File: src/rtl/score_digit_loader_pkg.sv
// Shared types and constants for the score digit loader: FSM encoding and digit geometry.
package score_digit_loader_pkg;

    localparam int NUM_DIGITS = 4;
    localparam int DIGIT_W    = 4;

    typedef logic [DIGIT_W-1:0] digit_t;

    typedef enum logic [1:0] {
        ST_IDLE   = 2'd0,
        ST_LOAD   = 2'd1,
        ST_COMMIT = 2'd2
    } state_t;

    // in_ready is a pure function of the state being entered
    function automatic logic state_ready(input state_t st);
        return (st == ST_LOAD);
    endfunction

endpackage

File: src/rtl/score_digit_loader_frame_timeout.sv
// Idle-cycle counter for the loader; tc flags the last tolerated cycle without an accepted digit.
module frame_timeout #(
    parameter logic [15:0] TIMEOUT_CYCLES = 16'd1000
) (
    input  logic clk,
    input  logic rst_n,
    input  logic clr,
    input  logic en,
    output logic tc
);

    logic [15:0] count_r;

    // Counter register: clear wins over enable
    always_ff @(posedge clk or negedge rst_n) begin
        if (!rst_n) begin
            count_r <= 16'd0;
        end else if (clr) begin
            count_r <= 16'd0;
        end else if (en) begin
            count_r <= count_r + 16'd1;
        end else begin
            count_r <= count_r;
        end
    end

    assign tc = (count_r == (TIMEOUT_CYCLES - 16'd1));

endmodule

File: src/rtl/score_digit_loader.sv
// Collects a framed stream of four score digits and publishes them to A-D atomically on frame completion.
module score_digit_loader
    import score_digit_loader_pkg::*;
#(
    parameter logic [3:0]  RESET_NIBBLE   = 4'h0,
    parameter logic [15:0] TIMEOUT_CYCLES = 16'd1000
) (
    input  logic       clk,
    input  logic       rst_n,
    input  logic       frame_start,
    input  logic       in_valid,
    input  logic [3:0] in_data,
    output logic       in_ready,
    output logic [3:0] A,
    output logic [3:0] B,
    output logic [3:0] C,
    output logic [3:0] D,
    output logic       frame_done,
    output logic       frame_err
);

    state_t      state_r;
    state_t      state_nxt_s;
    logic [1:0]  idx_r;
    logic [1:0]  idx_nxt_s;
    digit_t      shadow_r [NUM_DIGITS];
    logic        accept_s;
    logic        idle_cycle_s;
    logic        tc_s;
    logic        tmr_en_s;
    logic        tmr_clr_s;
    logic        done_nxt_s;
    logic        err_nxt_s;
    logic        in_ready_r;
    logic        frame_done_r;
    logic        frame_err_r;
    digit_t      a_r, b_r, c_r, d_r;

    frame_timeout #(
        .TIMEOUT_CYCLES(TIMEOUT_CYCLES)
    ) u_timeout (
        .clk   (clk),
        .rst_n (rst_n),
        .clr   (tmr_clr_s),
        .en    (tmr_en_s),
        .tc    (tc_s)
    );

    // State register
    always_ff @(posedge clk or negedge rst_n) begin
        if (!rst_n) begin
            state_r <= ST_IDLE;
        end else begin
            state_r <= state_nxt_s;
        end
    end

    // Next-state logic; a restart in LOAD outranks a same-cycle digit
    always_comb begin
        state_nxt_s = ST_IDLE;
        case (state_r)
            ST_IDLE: begin
                if (frame_start) state_nxt_s = ST_LOAD;
                else             state_nxt_s = ST_IDLE;
            end
            ST_LOAD: begin
                if (frame_start)                          state_nxt_s = ST_LOAD;
                else if (in_valid && (idx_r == 2'd3))     state_nxt_s = ST_COMMIT;
                else if (in_valid)                        state_nxt_s = ST_LOAD;
                else if (tc_s)                            state_nxt_s = ST_IDLE;
                else                                      state_nxt_s = ST_LOAD;
            end
            ST_COMMIT: begin
                if (frame_start) state_nxt_s = ST_LOAD;
                else             state_nxt_s = ST_IDLE;
            end
            default: state_nxt_s = ST_IDLE;
        endcase
    end

    // Output/control decode: accept, timer control, index update, pulse requests
    always_comb begin
        accept_s     = 1'b0;
        idle_cycle_s = 1'b0;
        idx_nxt_s    = 2'd0;
        done_nxt_s   = 1'b0;
        err_nxt_s    = 1'b0;
        if (state_r == ST_LOAD) begin
            accept_s     = in_valid && !frame_start;
            idle_cycle_s = !in_valid && !frame_start;
            err_nxt_s    = frame_start || (idle_cycle_s && tc_s);
            if (accept_s) idx_nxt_s = idx_r + 2'd1;
            else if (frame_start) idx_nxt_s = 2'd0;
            else idx_nxt_s = idx_r;
        end else begin
            done_nxt_s = (state_r == ST_COMMIT);
        end
        tmr_en_s  = idle_cycle_s && !tc_s;
        tmr_clr_s = !tmr_en_s;
    end

    // Index, shadow and registered outputs
    always_ff @(posedge clk or negedge rst_n) begin
        if (!rst_n) begin
            idx_r        <= 2'd0;
            for (int i = 0; i < NUM_DIGITS; i++) shadow_r[i] <= RESET_NIBBLE;
            a_r          <= RESET_NIBBLE;
            b_r          <= RESET_NIBBLE;
            c_r          <= RESET_NIBBLE;
            d_r          <= RESET_NIBBLE;
            in_ready_r   <= 1'b0;
            frame_done_r <= 1'b0;
            frame_err_r  <= 1'b0;
        end else begin
            idx_r <= idx_nxt_s;
            if (accept_s) begin
                shadow_r[idx_r] <= in_data;
            end
            if (done_nxt_s) begin
                a_r <= shadow_r[0];
                b_r <= shadow_r[1];
                c_r <= shadow_r[2];
                d_r <= shadow_r[3];
            end
            in_ready_r   <= state_ready(state_nxt_s);
            frame_done_r <= done_nxt_s;
            frame_err_r  <= err_nxt_s;
        end
    end

    assign in_ready   = in_ready_r;
    assign frame_done = frame_done_r;
    assign frame_err  = frame_err_r;
    assign A          = a_r;
    assign B          = b_r;
    assign C          = c_r;
    assign D          = d_r;

endmodule

File: config.mk
export PLATFORM = sky130hd
export DESIGN_NAME = score_digit_loader
export DESIGN_NICKNAME = d
export VERILOG_FILES = /design/src/rtl/score_digit_loader_pkg.sv /design/src/rtl/score_digit_loader_frame_timeout.sv /design/src/rtl/score_digit_loader.sv
export SDC_FILE = /design/constraint.sdc
export NUM_CORES = 1
export LEC_CHECK = 0
export ABC_CLOCK_PERIOD_IN_PS = 3200
export CAP_MARGIN = 20
export CORE_MARGIN = 1
export CORE_UTILIZATION = 65
export CTS_BUF_LIST = sky130_fd_sc_hd__clkbuf_16
export DETAILED_ROUTE_END_ITERATION = 8
export DONT_BUFFER_PORTS = 1
export GPL_TIMING_DRIVEN = 0
export PLACE_DENSITY = 0.81
export SYNTH_ARGS = -nofsm -noshare
export SYNTH_HDL_FRONTEND = slang
export SYNTH_SLANG_ARGS = --single-unit
File: constraint.sdc
create_clock -name clk -period 3.2 [get_ports clk]
set_input_delay 0.48 -clock clk [delete_from_list [all_inputs] [get_ports clk]]
set_output_delay 0.48 -clock clk [all_outputs]
set_load 0.01 [all_outputs]
==> summary.txt, run 1 <==
Status: completed
Biggest area consumer among synthesized cells: dfrtp_1
Cell variety after synth: 32
Worst Path Required: 3.38 ns
Post-synth net total: 193
Postcts setup bufs: 0
GRT overflow: 0
Crit share post-route: 61.2%
Slew Viols, Final: 0
Total power: 1520 µW
Cts bufs inserted: 5
Gr usage total: 23.5%
CP arrival: 2.13 ns
Post-DP HPWL: 2700 µm
# setup viols final: 0
Die H: 62.2 µm
YS warnings: 0
Max-cap viol count: 0
Worst Clk Skew: 0.00563 ns
GPL Wtd Cong: 0.772
Most frequent cells after synthesis: dfrtp_1, mux2_2, xnor2_1
Starting DRT DRC Count: 109
Nets: 201
Worst Path Buf+Inv: 2
Clock root cell: clkbuf_16
Relative slew slack: 65.2%
Initial antenna violation count: 0
Worst Path Max Fanout: 10
Cell family with most CP delay: buffers and inverters
Drt first pass iters: 4
EDFF count, synth: 0
IO buf count: 0
PwrDens: 584 nW/µm²
Share of cells above drive strength 1: 25.9%
H-tree level count: 2
Hold slack: 0.0517 ns
First-pass GRT wire length: 6960 µm
Max Fclk: 510 MHz
DRT antenna net count: 0
Area growth syn-to-layout: 10.7%
# fillers: 226
Synthesized area: 2350 µm²
I/O pin count: 27
Worst-skew pair later-pin latency: 0.29 ns
Crit end category: register
Number of diodes: 0
CTS tree: built
Largest net degree at the start of global routing: 56
Crit path largest cell delay: 0.47 ns
Total clock sinks: 55
Core Region: 3420 µm²
Synth Flop Type: dfrtp_1
Via count: 1389
RSZ-0062 raised after global routing: no
Yosys reg bits: 55
Crit path time final: 1.96 ns
Slowest CP cell: clkbuf_1
Hold Crit Class: primary input to asynchronous set/reset pin
Most used cell, CP: clkbuf_1
CTS clk-pin slew, worst paths: 0.07 ns
Mean Syn Cell Area: 13.1 µm²
Initial core utilization: 68.9%
VDD IR max: 0.427 mV
Row count: 21
Final hold violations: 0
Worst setup SP type: register
CP Cell Sequence: nand2b_1 -> clkbuf_1 -> clkbuf_1 -> mux2_2
Die Wd: 62.2 µm
Worst-case clock buffer depth: 2
Worst-margin pin slew: 0.522 ns
DR vias/cell: 5.91
Drt total wl: 3980 µm
Post-synthesis async set-or-reset flop share: 100%
Count leader, synth: dfrtp_1
Leak: 0.00120 µW
Top cells by area, synth: dfrtp_1, mux2_2, xnor2_1
Top-area cell type share of the netlist area: 58.4%
DRC violations left: 0
Post-Synthesis Cells: 180
Die Area: 3870 µm²
WS Path Type: register to register
Vias in the first global route: 1480
Seq/Total Area, Yosys: 58.4%
Setup TNS Final: 0 ns
Wirelength per Cell: 16.9 µm
[area by class of cell]
| cell class | count | area, µm² | area share (%) |
|---|---|---|---|
| buffer | 4 | 31.3 | 1.20 |
| clock buffer | 5 | 125 | 4.80 |
| clock inverter | 3 | 42.5 | 1.63 |
| inverter | 7 | 26.3 | 1.01 |
| multi-input combinational | 114 | 921 | 35.3 |
| sequential | 55 | 1380 | 52.8 |
| tap | 46 | 57.6 | 2.21 |
| timing repair buffer | 1 | 27.5 | 1.06 |
[state kept, by name, summed over array words and instances (netlist names)]
signal / cells
A: 4
B: 4
C: 4
D: 4
frame_done: 1
frame_err: 1
idx_r: 2
in_ready: 1
shadow_r: 16
state_r: 2
u_timeout.count_r: 16
[where the power goes]
group	internal [µW]	leakage [µW]	switching, µW
combinational	61.8	0.000387	51.5
clock	369	0.0000856	231
sequential	768	0.000730	41.4
total	1200	0.00120	324
[path summary, 6_finish.rpt]
kind                                            from               endpoint  slack (ns)  cells after the start
worst max register to register            state_r[0]                   A[3]        1.24                      4
max in group asynchronous                      rst_n   u_timeout.count_r[4]        2.94                      1
worst min-delay path                           rst_n  u_timeout.count_r[13]        0.05                      1
worst max-delay path                      state_r[0]                   A[3]        1.24                      4
worst min register to register  u_timeout.count_r[0]   u_timeout.count_r[0]        0.48                      1
min in group clk                          in_data[0]           shadow_r[12]        0.32                      1
[logic make-up (layout without fill, tap and decap cells)]
| kind of cell | Yosys count | after routing | synth area share, % |
|---|---|---|---|
| mux | 33 | 33 | 15.7 |
| fa+ha+maj | 5 | 5 | 2.66 |
| buf+inv | 11 | 20 | 2.44 |
| simple gates | 56 | 56 | 13.9 |
| xor+xnor | 14 | 14 | 5.21 |
| compound gates | 6 | 6 | 1.59 |
| flops | 55 | 55 | 58.4 |
[placed cells by master (no fill, tap or decap), drive strengths merged, types with 2 or more instances in the layout]
| cell type | n |
|---|---|
| nand2 | 10 |
| nand4 | 3 |
| xor2 | 3 |
| nor4 | 3 |
| nor2 | 20 |
| a211oi | 2 |
| nand3 | 6 |
| nor3 | 5 |
| inv | 9 |
| ha | 5 |
| or4 | 4 |
| dfrtp | 55 |
| a21oi | 2 |
| xnor2 | 11 |
| mux2 | 32 |
| buf | 2 |
| clkbuf | 8 |
[through the flow]
stage	setup WS, ns	area (µm²)	cells	utilization [%]
after global placement	1.29	2410	226	70.6
after global routing	1.10	2610	235	76.3
after floorplan	1.37	2350	180	-
after CTS	1.23	2610	235	76.3
after detailed placement	1.28	2410	226	70.6
final	1.24	2610	235	76.3
[timing repair]
action                                 in CTS  in global routing
endpoints found under the hold margin      55                  0
hold buffers                                1                  0
resized for setup                           0                  0
[layer usage]
layer  vias up  track usage, %  wire length, µm  share of wire (%)
met1       708            27.5             1640                 41
met2        39            41.2             2060                 52
li1        634               -                -                  -
met4         0            8.72               72                1.8
met5         -               0                0                  0
met3         8            6.62              214                5.4
(Power assumes the default switching activity.)
==> run 2, diff against run 1 <==
ABC_CLOCK_PERIOD_IN_PS = 1600   (was 3200)
CORE_UTILIZATION = 56   (was 65)
PLACE_DENSITY = 0.74   (was 0.81)
clock period = 1.6 ns   (was 3.2 ns; I/O delays follow)
==> run 2 against run 1 <==
Compared with the run above:
- the run now ends with negative setup slack left
- register-to-register slack lost 1.6 ns
- first-iteration DRC count is 55% lower
- design area rose by 9.3%
- maximum frequency up 1.8%
- wire length rose by 21%
- critical path type unchanged
- largest power group unchanged
- highest routed layer unchanged
==> summary.txt, run 2 (synthesis results as in run 1) <==
Register Area: 1380 µm² (+0.18%)
CP arrival: 2.11 ns (-0.02 ns)
Core Region: 4030 µm² (+18%)
Leak: 0.00131 µW (+8.7%)
Hold slack: 0.0839 ns (+0.0322 ns)
Routed wl met3: 211 µm (-1.4%)
Commonest non-fill, non-tap cells in the layout: dfrtp_1, mux2_2, xnor2_1
Largest net degree at the start of global routing: 56 (unchanged)
Worst-margin pin slew: 0.389 ns (-0.134 ns)
Post-route cell area: 2850 µm² (+9.3%)
Worst Path Required: 1.79 ns (-1.59 ns)
GPL Wtd Cong: 0.748 (-3.1%)
Status: finished, violations left
Number of diodes: 0 (unchanged)
H-tree level count: 2 (unchanged)
Worst-case clock buffer depth: 2 (unchanged)
GRT overflow: 0 (unchanged)
Worst Path Buf+Inv: 1 (-1)
Nets: 213 (+6.0%)
First-pass GRT wire length: 7430 µm (+6.7%)
Area growth syn-to-layout: 21.0%
Starting DRT DRC Count: 49 (-55%)
PwrDens: 1080 nW/µm² (+85%)
Wirelength per Cell: 19.3 µm (+14%)
Hold Crit Class: primary input to register
Most common cell after layout, fill and taps aside: dfrtp_1
Crit share post-route: 120% (+59 points)
Met2 wire len: 2640 µm (+28%)
Worst setup SP type: register
Die Area: 4470 µm² (+16%)
I/O pin count: 27 (unchanged)
Multi-input logic area: 1040 µm² (+13%)
Row count: 23 (+9.5%)
M1 WL: 1870 µm (+14%)
DRC violations left: 0 (unchanged)
# fillers: 277 (+23%)
Final hold violations: 0 (unchanged)
Worst Clk Skew: 0.00652 ns (+0.000892 ns)
Worst-skew pair later-pin latency: 0.30 ns (about the same)
Failing checks: negative setup slack
Slowest CP cell: or4_4
Top Metal Used: met4
Most used cell, CP: or4_4
CP Cell Sequence: or4_4 -> or4_4 -> nand2_8 -> clkbuf_16 -> nor2_2
DRT antenna net count: 0 (unchanged)
Top Registers: shadow_r: 16 flops, u_timeout.count_r: 16 flops
CTS clk-pin slew, worst paths: 0.07 ns (about the same)
Post-DP HPWL: 3040 µm (+12%)
Die Wd: 66.8 µm (+7.5%)
Max-cap viol count: 0 (unchanged)
Relative slew slack: 73.9% (+8.7 points)
Die H: 66.8 µm (+7.5%)
Cts bufs inserted: 5 (unchanged)
Total clock sinks: 55 (unchanged)
IO buf count: 0 (unchanged)
Slew Viols, Final: 0 (unchanged)
Gr usage total: 23.8% (+0.30 points)
Crit path largest cell delay: 0.56 ns (+0.09 ns)
PnR worst setup slack: -0.324 ns (-1.56 ns)
Worst Path Max Fanout: 6 (-4)
DR vias/cell: 5.73 (-3.0%)
Crit path time final: 1.92 ns (-0.0355 ns)
WS Path Type: register to register
CTS tree: built
Via count: 1439 (+3.6%)
Initial core utilization: 58.4% (-10 points)
Max Fclk: 520 MHz (+1.8%)
# setup viols final: 31 (+31)
Share of cells above drive strength 1: 39.8% (+14 points)
Cell family with most CP delay: simple AND/OR/NAND/NOR gates
Initial antenna violation count: 0 (unchanged)
Crit end category: register
Vias in the first global route: 1503 (+1.6%)
Area after DPL: 2420 µm² (+0.21%)
VDD IR max: 0.926 mV (+120%)
Drt first pass iters: 4 (unchanged)
Drt total wl: 4830 µm (+21%)
Clock root cell: clkbuf_16
RSZ-0062 raised after global routing: yes
[run 2: changes by cell type in the layout (fill, tap and decap cells not counted), moves of 4 or more]
cell / delta
buf_4: +10
mux2_1: -7
mux2_4: +7
nand2_1: -4
nand2_8: +4
nor2_4: +4
[run 2: cell type report]
cell class | count | area share, %
clock inverter | 3 | 0.922
sequential | 55 | 48.4
timing repair buffer | 14 | 5.53
clock buffer | 5 | 4.39
multi-input combinational | 114 | 36.6
inverter | 7 | 0.922
buffer | 3 | 1.01
tap | 50 | 2.20
[run 2: where the power goes]
part           internal, µW  switching [µW]
sequential             1540            84.8
clock                   598             517
combinational           197             144
[run 2: metrics by stage]
stage / cells / TNS, ns / utilization, % / power [µW] / setup slack, ns
finish: 251 / -6.35 / 70.7 / 3080 / -0.324
global route: 251 / -7.49 / 70.7 / 3200 / -0.355
CTS: 245 / -5.26 / 66.4 / 3010 / -0.318
detailed placement: 230 / -10.90 / 60.0 / 1840 / -0.353
global placement: 230 / -8.79 / 60.0 / 1810 / -0.315
floorplan: 180 / -3.13 / - / 1780 / -0.215
[run 2: worst paths after layout]
path / slack [ns] / endpoint / from / depth (start not counted)
max: -0.32 / u_timeout.count_r[11] / u_timeout.count_r[12] / 5
min: 0.08 / shadow_r[10] / in_data[2] / 1
max reg2reg: -0.32 / u_timeout.count_r[11] / u_timeout.count_r[12] / 5
min reg2reg: 0.47 / u_timeout.count_r[0] / u_timeout.count_r[0] / 1
max in group asynchronous: 0.90 / u_timeout.count_r[10] / rst_n / 2
min in group asynchronous: 0.47 / u_timeout.count_r[13] / rst_n / 2
[run 2: worst reg2reg max path, stage by stage (launching register included)]
cell       delay [ns]
dfrtp_1          0.40
or4_4            0.54
or4_4            0.56
nand2_8          0.12
clkbuf_16        0.16
nor2_2           0.04
[run 2: per-layer routing]
metal | vias up | GRT usage, %
met4 | 0 | 10.9
met5 | - | 0
met2 | 23 | 41.9
li1 | 661 | -
met3 | 11 | 7.88
met1 | 744 | 25.6
[run 2: timing repair]
action,4_1_cts,5_1_grt
hold buffers,2,0
gates resized for setup,11,19
setup endpoints to repair,45,35
pin swaps,2,11
buffers inserted,6,5
gates cloned,0,1
hold endpoints to repair,55,0
